--- src/rtl/sd4_mac_seq_ctrl.sv ---
// sd4_mac_seq_ctrl
// Job sequencer for the SD4 MAC pipeline. It accepts one dot-product job of
// `len` vectors, admits them into the stage registers through a valid/ready
// handshake, and tracks one valid token per stage. From those tokens it
// derives the stage load enables and the accumulator clear/add controls. Once
// the pipe has drained it presents the result handshake. The block carries no
// datapath of its own.
module sd4_mac_seq_ctrl #(
  parameter int NSTAGE = 4,
  parameter int LEN_W  = 8
) (
  input  logic              clk,
  input  logic              rst,
  input  logic              start,
  input  logic [LEN_W-1:0]  len,
  input  logic              flush,
  input  logic              in_valid,
  output logic              in_ready,
  output logic [NSTAGE-1:0] stage_en,
  output logic              acc_clear,
  output logic              acc_en,
  output logic              res_valid,
  input  logic              res_ready,
  output logic              busy,
  output logic [LEN_W-1:0]  vec_cnt
);

  typedef enum logic [1:0] {
    ST_IDLE  = 2'd0,
    ST_RUN   = 2'd1,
    ST_DRAIN = 2'd2,
    ST_DONE  = 2'd3
  } state_e;

  state_e             state_q, state_d;
  logic [NSTAGE-1:0]  vld_q, vld_d;
  logic [LEN_W-1:0]   cnt_q, cnt_d;
  logic [LEN_W-1:0]   len_q, len_d;
  logic               acc_clear_q, acc_clear_d;
  logic               res_valid_q, res_valid_d;
  logic               busy_q, busy_d;

  logic               run_s;
  logic               accept_s;
  logic [LEN_W-1:0]   cnt_inc_s;
  logic               pipe_empty_s;

  // A vector is only taken while running. A flush in the same cycle cancels
  // the acceptance, so the vector is neither counted nor tokenised.
  assign run_s        = (state_q == ST_RUN);
  assign accept_s     = in_valid & run_s & ~flush;
  assign cnt_inc_s    = cnt_q + {{(LEN_W-1){1'b0}}, 1'b1};
  // Everything except the last stage is empty: the last token, if any, is
  // accumulated on the coming edge.
  assign pipe_empty_s = (vld_q[NSTAGE-2:0] == {(NSTAGE-1){1'b0}});

  assign in_ready  = run_s;
  assign stage_en  = {vld_q[NSTAGE-2:0], accept_s};
  assign acc_en    = vld_q[NSTAGE-1];
  assign acc_clear = acc_clear_q;
  assign res_valid = res_valid_q;
  assign busy      = busy_q;
  assign vec_cnt   = cnt_q;

  // Next-state logic: job sequencing, token shift, counters and output decode.
  always_comb begin
    state_d     = state_q;
    vld_d       = {vld_q[NSTAGE-2:0], accept_s};
    cnt_d       = cnt_q;
    len_d       = len_q;
    acc_clear_d = 1'b0;
    if (flush) begin
      // Abort: drop all in-flight tokens; the vector count is kept for debug.
      state_d = ST_IDLE;
      vld_d   = {NSTAGE{1'b0}};
    end else begin
      case (state_q)
        ST_IDLE: begin
          if (start && (len != {LEN_W{1'b0}})) begin
            state_d     = ST_RUN;
            len_d       = len;
            cnt_d       = {LEN_W{1'b0}};
            acc_clear_d = 1'b1;
          end else begin
            state_d = ST_IDLE;
          end
        end
        ST_RUN: begin
          if (accept_s) begin
            cnt_d = cnt_inc_s;
            if (cnt_inc_s == len_q) begin
              state_d = ST_DRAIN;
            end else begin
              state_d = ST_RUN;
            end
          end else begin
            state_d = ST_RUN;
          end
        end
        ST_DRAIN: begin
          if (pipe_empty_s) begin
            state_d = ST_DONE;
          end else begin
            state_d = ST_DRAIN;
          end
        end
        ST_DONE: begin
          if (res_ready) begin
            state_d = ST_IDLE;
          end else begin
            state_d = ST_DONE;
          end
        end
        default: begin
          state_d = ST_IDLE;
          vld_d   = {NSTAGE{1'b0}};
        end
      endcase
    end
    res_valid_d = (state_d == ST_DONE);
    busy_d      = (state_d != ST_IDLE);
  end

  // Sequencer state, token pipe and registered status outputs.
  always_ff @(posedge clk or negedge rst) begin
    if (!rst) begin
      state_q     <= ST_IDLE;
      vld_q       <= {NSTAGE{1'b0}};
      cnt_q       <= {LEN_W{1'b0}};
      len_q       <= {LEN_W{1'b0}};
      acc_clear_q <= 1'b0;
      res_valid_q <= 1'b0;
      busy_q      <= 1'b0;
    end else begin
      state_q     <= state_d;
      vld_q       <= vld_d;
      cnt_q       <= cnt_d;
      len_q       <= len_d;
      acc_clear_q <= acc_clear_d;
      res_valid_q <= res_valid_d;
      busy_q      <= busy_d;
    end
  end

endmodule

--- config.mk ---
export PLATFORM = sky130hd
export DESIGN_NAME = sd4_mac_seq_ctrl
export DESIGN_NICKNAME = d
export VERILOG_FILES = /design/src/rtl/sd4_mac_seq_ctrl.sv
export SDC_FILE = /design/constraint.sdc
export NUM_CORES = 1
export LEC_CHECK = 0
export BUFFER_PORTS_ARGS = -buffer_cell sky130_fd_sc_hd__clkbuf_2
export CAP_MARGIN = 30
export CORE_MARGIN = 2
export CORE_UTILIZATION = 47
export DETAILED_ROUTE_END_ITERATION = 6
export PLACE_DENSITY = 0.76
export SLEW_MARGIN = 20
export SYNTH_ARGS = -nofsm -noshare
export SYNTH_HDL_FRONTEND = slang
export SYNTH_SLANG_ARGS = --single-unit
--- constraint.sdc ---
create_clock -name clk -period 1.7 [get_ports clk]
set_clock_uncertainty 0.05 [all_clocks]
set_input_delay 0.255 -clock clk [delete_from_list [all_inputs] [get_ports clk]]
set_output_delay 0.255 -clock clk [all_outputs]
set_load 0.02 [all_outputs]
[After elaboration in Yosys (flattened, before gate mapping)]
Cells that the tools add are included.
Operators by class
  add/subtract/negate cells: 1
  equality and inequality tests: 7
  muxes and demuxes: 14
  bitwise operators: 3
  reduce and logical (&&, ||, !) cells: 8
Operator list (number)
  $mux W8: 2
  $pmux W8 S2: 1
  $add A8 B1 Y8 const B: 1
  $eq A8 B8 Y1: 1
  $mux W2: 4
  $pmux W2 S4: 1
  $reduce_bool A8 Y1: 1
  $eq A2 B2 Y1 const B: 3
  $mux W1: 5
  $mux W4: 1
  $reduce_and A4 Y1: 1
  $reduce_bool A2 Y1: 2
  $logic_not A3 Y1: 1
  $reduce_and A3 Y1: 1
  $and A1 B1 Y1: 2
  $eq A2 B1 Y1 const B: 1
  $logic_not A2 Y1: 1
  $ne A2 B1 Y1 const B: 1
  $ne A2 B2 Y1 const B: 1
  $logic_and A1 B1 Y1: 1
  $not A1 Y1: 1
Storage, ports and cells
  bits in registers: 25
  input bits: 14
  output and inout port bits: 17
  word-level logic and storage cells: 40

[Depth between registers and ports, before layout]
  word-level depth: 7
  depth in mapped cells: 7
  gate-level depth less buffers: 6

[Worst setup path before layout]
No wires, ideal clock.
  path kind: register to register
  start: reg cnt_q[0] (netlist: vec_cnt[0])
  end: reg state_q[0]
  library setup time: 0.124 ns
  arrival time: 1.617 ns
  required time: 1.526 ns
  path slack: -0.091 ns
  stages on the path, launching flop included: 6
  path buffers: 0
  clock period less this slack: 1.791 ns
  cell sequence: dfrtp_1 -> ha_1 -> xnor2_1 -> nand3_1 -> a211o_1 -> o31a_1
Between the ends
  cells in the longest elaborated chain, start to end: 6
RTL lines
  start: declaration: line 37  | logic [LEN_W-1:0] cnt_q, cnt_d;
  start signal: assignment: line 129  | cnt_q <= {LEN_W{1'b0}};
  start signal: assignment: line 137  | cnt_q <= cnt_d;
  $add A8 B1 Y8: line 52  | assign cnt_inc_s = cnt_q + {{(LEN_W-1){1'b0}}, 1'b1};
  $eq A8 B8 Y1: line 91  | if (cnt_inc_s == len_q) begin
  $mux W2: line 91
  $mux W2: line 89  | if (accept_s) begin
  $pmux W2 S4: line 77  | case (state_q)
  $mux W2: line 72  | if (flush) begin
  net state_d[0]: line 35  | state_e state_q, state_d;
  end signal: assignment: line 135  | state_q <= state_d;
  end: declaration: line 35
The timed path passes the listed nets, and every way through them passes these cells.
A chain may end at the register's enable or synchronous reset.

[Worst setup path in the final report]
  start: reg cnt_q[0] (netlist: vec_cnt[0])
  end: reg state_q[1]
Same word-level chain as after synthesis.

==> run_results.csv <==
group,metric,value,unit
drt,post_drt_wl_per_cell,14.9,um
clocking,cts_tree,"done",
drt,ant_nets,0,
finish,n_antenna_cell,0,
timing,timing.final.ws_setup,-0.0419,ns
global_route,grt_pass1_vias,986,
pwr,leakage,0.890,nW
yosys,synth.most_common_cell,"dfrtp_1",
global_route,grt_overflow,0,
yosys,synth_edf_count,0,
placed_design,dpl.hpwl,2.20,mm
critical_path,worst-path-max-fanout,3,
drt,drcViolationCount,0,
pwr,seqPwrFrac,0.536,
yosys,synth_top_area_cell,"dfrtp_1",
yosys,synth_cells,125,
clocking,clk_pin_slew_worst_paths,0.15,ns
timing,period_needed,1.74,ns
global_route,grt_use_total,0.180,
timing,finalSetupViolations,1,
drt,viasPerCell,5.54,
yosys,synthTopCellsByCount,"dfrtp_1, o21ai_0, nor2_1",
global_route,grt_max_degree,26,
floorplan,fp.dieW,57.7,um
global_route,antenna_found_initial,0,
critical_path,critical_path_class,"reg2reg",
pwr,intPower,0.000918,W
clocking,cts_buffers,3,
timing,fin_crit_sh,1.02,
drt,drt-total-wl,3.12,mm
floorplan,die_area,3330,sq um
yosys,seq_area_frac_synth,0.461,
timing,finalHoldViolations,0,
drt,dr_total_vias,1157,
pwr,p_total,0.00132,W
floorplan,core_area,2760,sq um
drt,drt_iter0_markers,33,
pwr,switching_share,0.306,
clocking,h-tree-depth,1,
yosys,synth.avg_cell_area,10.9,sq um
timing,fmax,0.574,GHz
floorplan,die_h,57.7,um
floorplan,rows,19,
critical_path,critPathBufInv,0,
critical_path,arrival,1.94,ns
critical_path,cp.required,1.89,ns
critical_path,critPathMaxStageDelay,0.47,ns
min_path,hp-class,"in2reg",
placed_design,port_buffers,30,
timing,slew_violations,0,
critical_path,cp-end-kind,"flop",
critical_path,cp_top_family,"compound AO/OA/AOI/OAI gates",
timing,tightest_slew,0.619,ns
drt,routed.top_layer,"met4",
status,status,"complete, but fails checks",
pwr,switching_power,0.000405,W
yosys,yosys-top-cells-area,"dfrtp_1, mux2_4, o21ai_0",
yosys,synth-seq-cells,25,
drt,met1_length,1.44,mm
pwr,p_comb_frac,0.251,
floorplan,io_pins,31,
placed_design,dp.cells,198,
yosys,synth.cell_area,1360,sq um
timing,slew_headroom,0.587,
yosys,synthArstFlopShare,1.00,
critical_path,startpoint_type,"flop",
drt,wl_met2,1.47,mm
drt,drt_pass1_iterations,4,
timing,rsz0062_at_grt,"yes",
yosys,ys_dominant_reg_cell,"dfrtp_1",
clocking,root_buffer,"clkbuf_4",
clocking,cts_buffer_depth,2,
placed_design,placed_area,1660,sq um
global_route,grt_pass1_wl,4.55,mm
clocking,worstSkewPairLatency,0.34,ns
finish,fin_cells,209,
yosys,yosys_warnings,0,
placed_design,place_congestion,0.819,
yosys,synth_top_area_frac,0.461,
critical_path,critPathSlowestCell,"dfrtp_2",
status,violations,"negative setup slack",
yosys,syn-num-nets,140,
clocking,cts.sinks,25,
pwr,clockPowerShare,0.213,
finish,drive_gt1_frac,0.489,
timing,whs,0.0544,ns
floorplan,initial_core_util,0.492,
drt,dr_wl_met3,134,um
finish,final_area,1800,sq um
yosys,ys_types,39,
finish,area_growth,32.9,%
finish,layout.nets,194,
critical_path,path_cells,"ha_4 -> xnor2_2 -> nand3_1 -> a211o_1 -> o41ai_2",
pwr,ir_worst_vdd,0.596,mV
pwr,p_per_area,734,nW/um^2
flow_run,cap_violations,0,
==> final cells by class <==
| type | instances | area [sq um] |
|---|---|---|
| multi-input combinational | 90 | 748 |
| clock buffer | 3 | 22.5 |
| clock inverter | 1 | 5.00 |
| inverter | 4 | 20.0 |
| fill | 205 | 953 |
| tap | 31 | 38.8 |
| sequential | 25 | 629 |
| timing repair buffer | 55 | 340 |
==> power by group through the flow <==
stage	logic [W]	registers (W)	clock network, W
global placement	0.000292	0.000711	0
detailed placement	0.000302	0.000716	0
finish	0.000332	0.000710	0.000282
global route	0.000361	0.000719	0.000312
CTS	0.000309	0.000704	0.000279
floorplan	0.000196	0.000717	0
==> cells in the final DEF, fill, tap and decap left out, types with 3 or more instances in the layout <==
cell type,synthesis,routed
nand2_1,5,5
clkbuf_4,0,3
xnor2_2,0,3
nor3_1,6,5
xnor2_1,6,3
xor2_1,5,5
clkbuf_2,0,30
inv_1,3,3
nor2b_1,3,3
buf_4,1,24
nand3b_1,3,3
nor2_1,9,8
mux2_4,8,8
nand3_1,6,3
dfrtp_2,0,3
o21ai_0,12,12
dfrtp_1,25,22
==> logic make-up after synthesis <==
logic type / synth area share
mux: 0.0885
simple gates: 0.197
flops: 0.461
buf+inv: 0.0433
xor+xnor: 0.0710
compound gates: 0.130
fa+ha+maj: 0.00922
==> registers in the layout, summed over array words and instances, names as in the netlist <==
name	cells
res_valid	1
vec_cnt	8
vld_q	4
acc_clear	1
len_q	8
state_q	2
busy	1
==> metal layers <==
metal | GRT usage | vias to the layer above
met1 | 0.252 | 554
met4 | 0.0897 | 0
li1 | - | 558
met2 | 0.269 | 38
met3 | 0.0335 | 7
met5 | 0 | -
==> repair_timing <==
action	in CTS	in global routing
pin swaps	1	7
setup endpoints to repair	2	2
cloned	0	0
buffers inserted	1	5
hold buffers	1	0
resized for setup	1	12
endpoints found under the hold margin	25	0
==> stage by stage <==
stage                     setup TNS, ns   util  setup WS, ns
after detailed placement         -0.702  0.601       -0.0803
after global routing             -0.127  0.654        -0.102
final                           -0.0419  0.654       -0.0419
after global placement           -0.468  0.601       -0.0585
after CTS                       -0.0182  0.618       -0.0182
after floorplan                       0      -      0.000270
==> path summary, 6_finish.rpt <==
| path | start | to | slack, ns | cells after the start |
|---|---|---|---|---|
| worst min register to register | vld_q[2] | vld_q[3] | 0.50 | 1 |
| min in group asynchronous | rst | res_valid | 0.39 | 2 |
| worst min-delay path | res_ready | busy | 0.05 | 2 |
| worst max-delay path | vec_cnt[0] | state_q[1] | -0.04 | 5 |
| worst max register to register | vec_cnt[0] | state_q[1] | -0.04 | 5 |
| max in group asynchronous | rst | vec_cnt[0] | 0.77 | 2 |
Power figures use the tool's default switching activity.
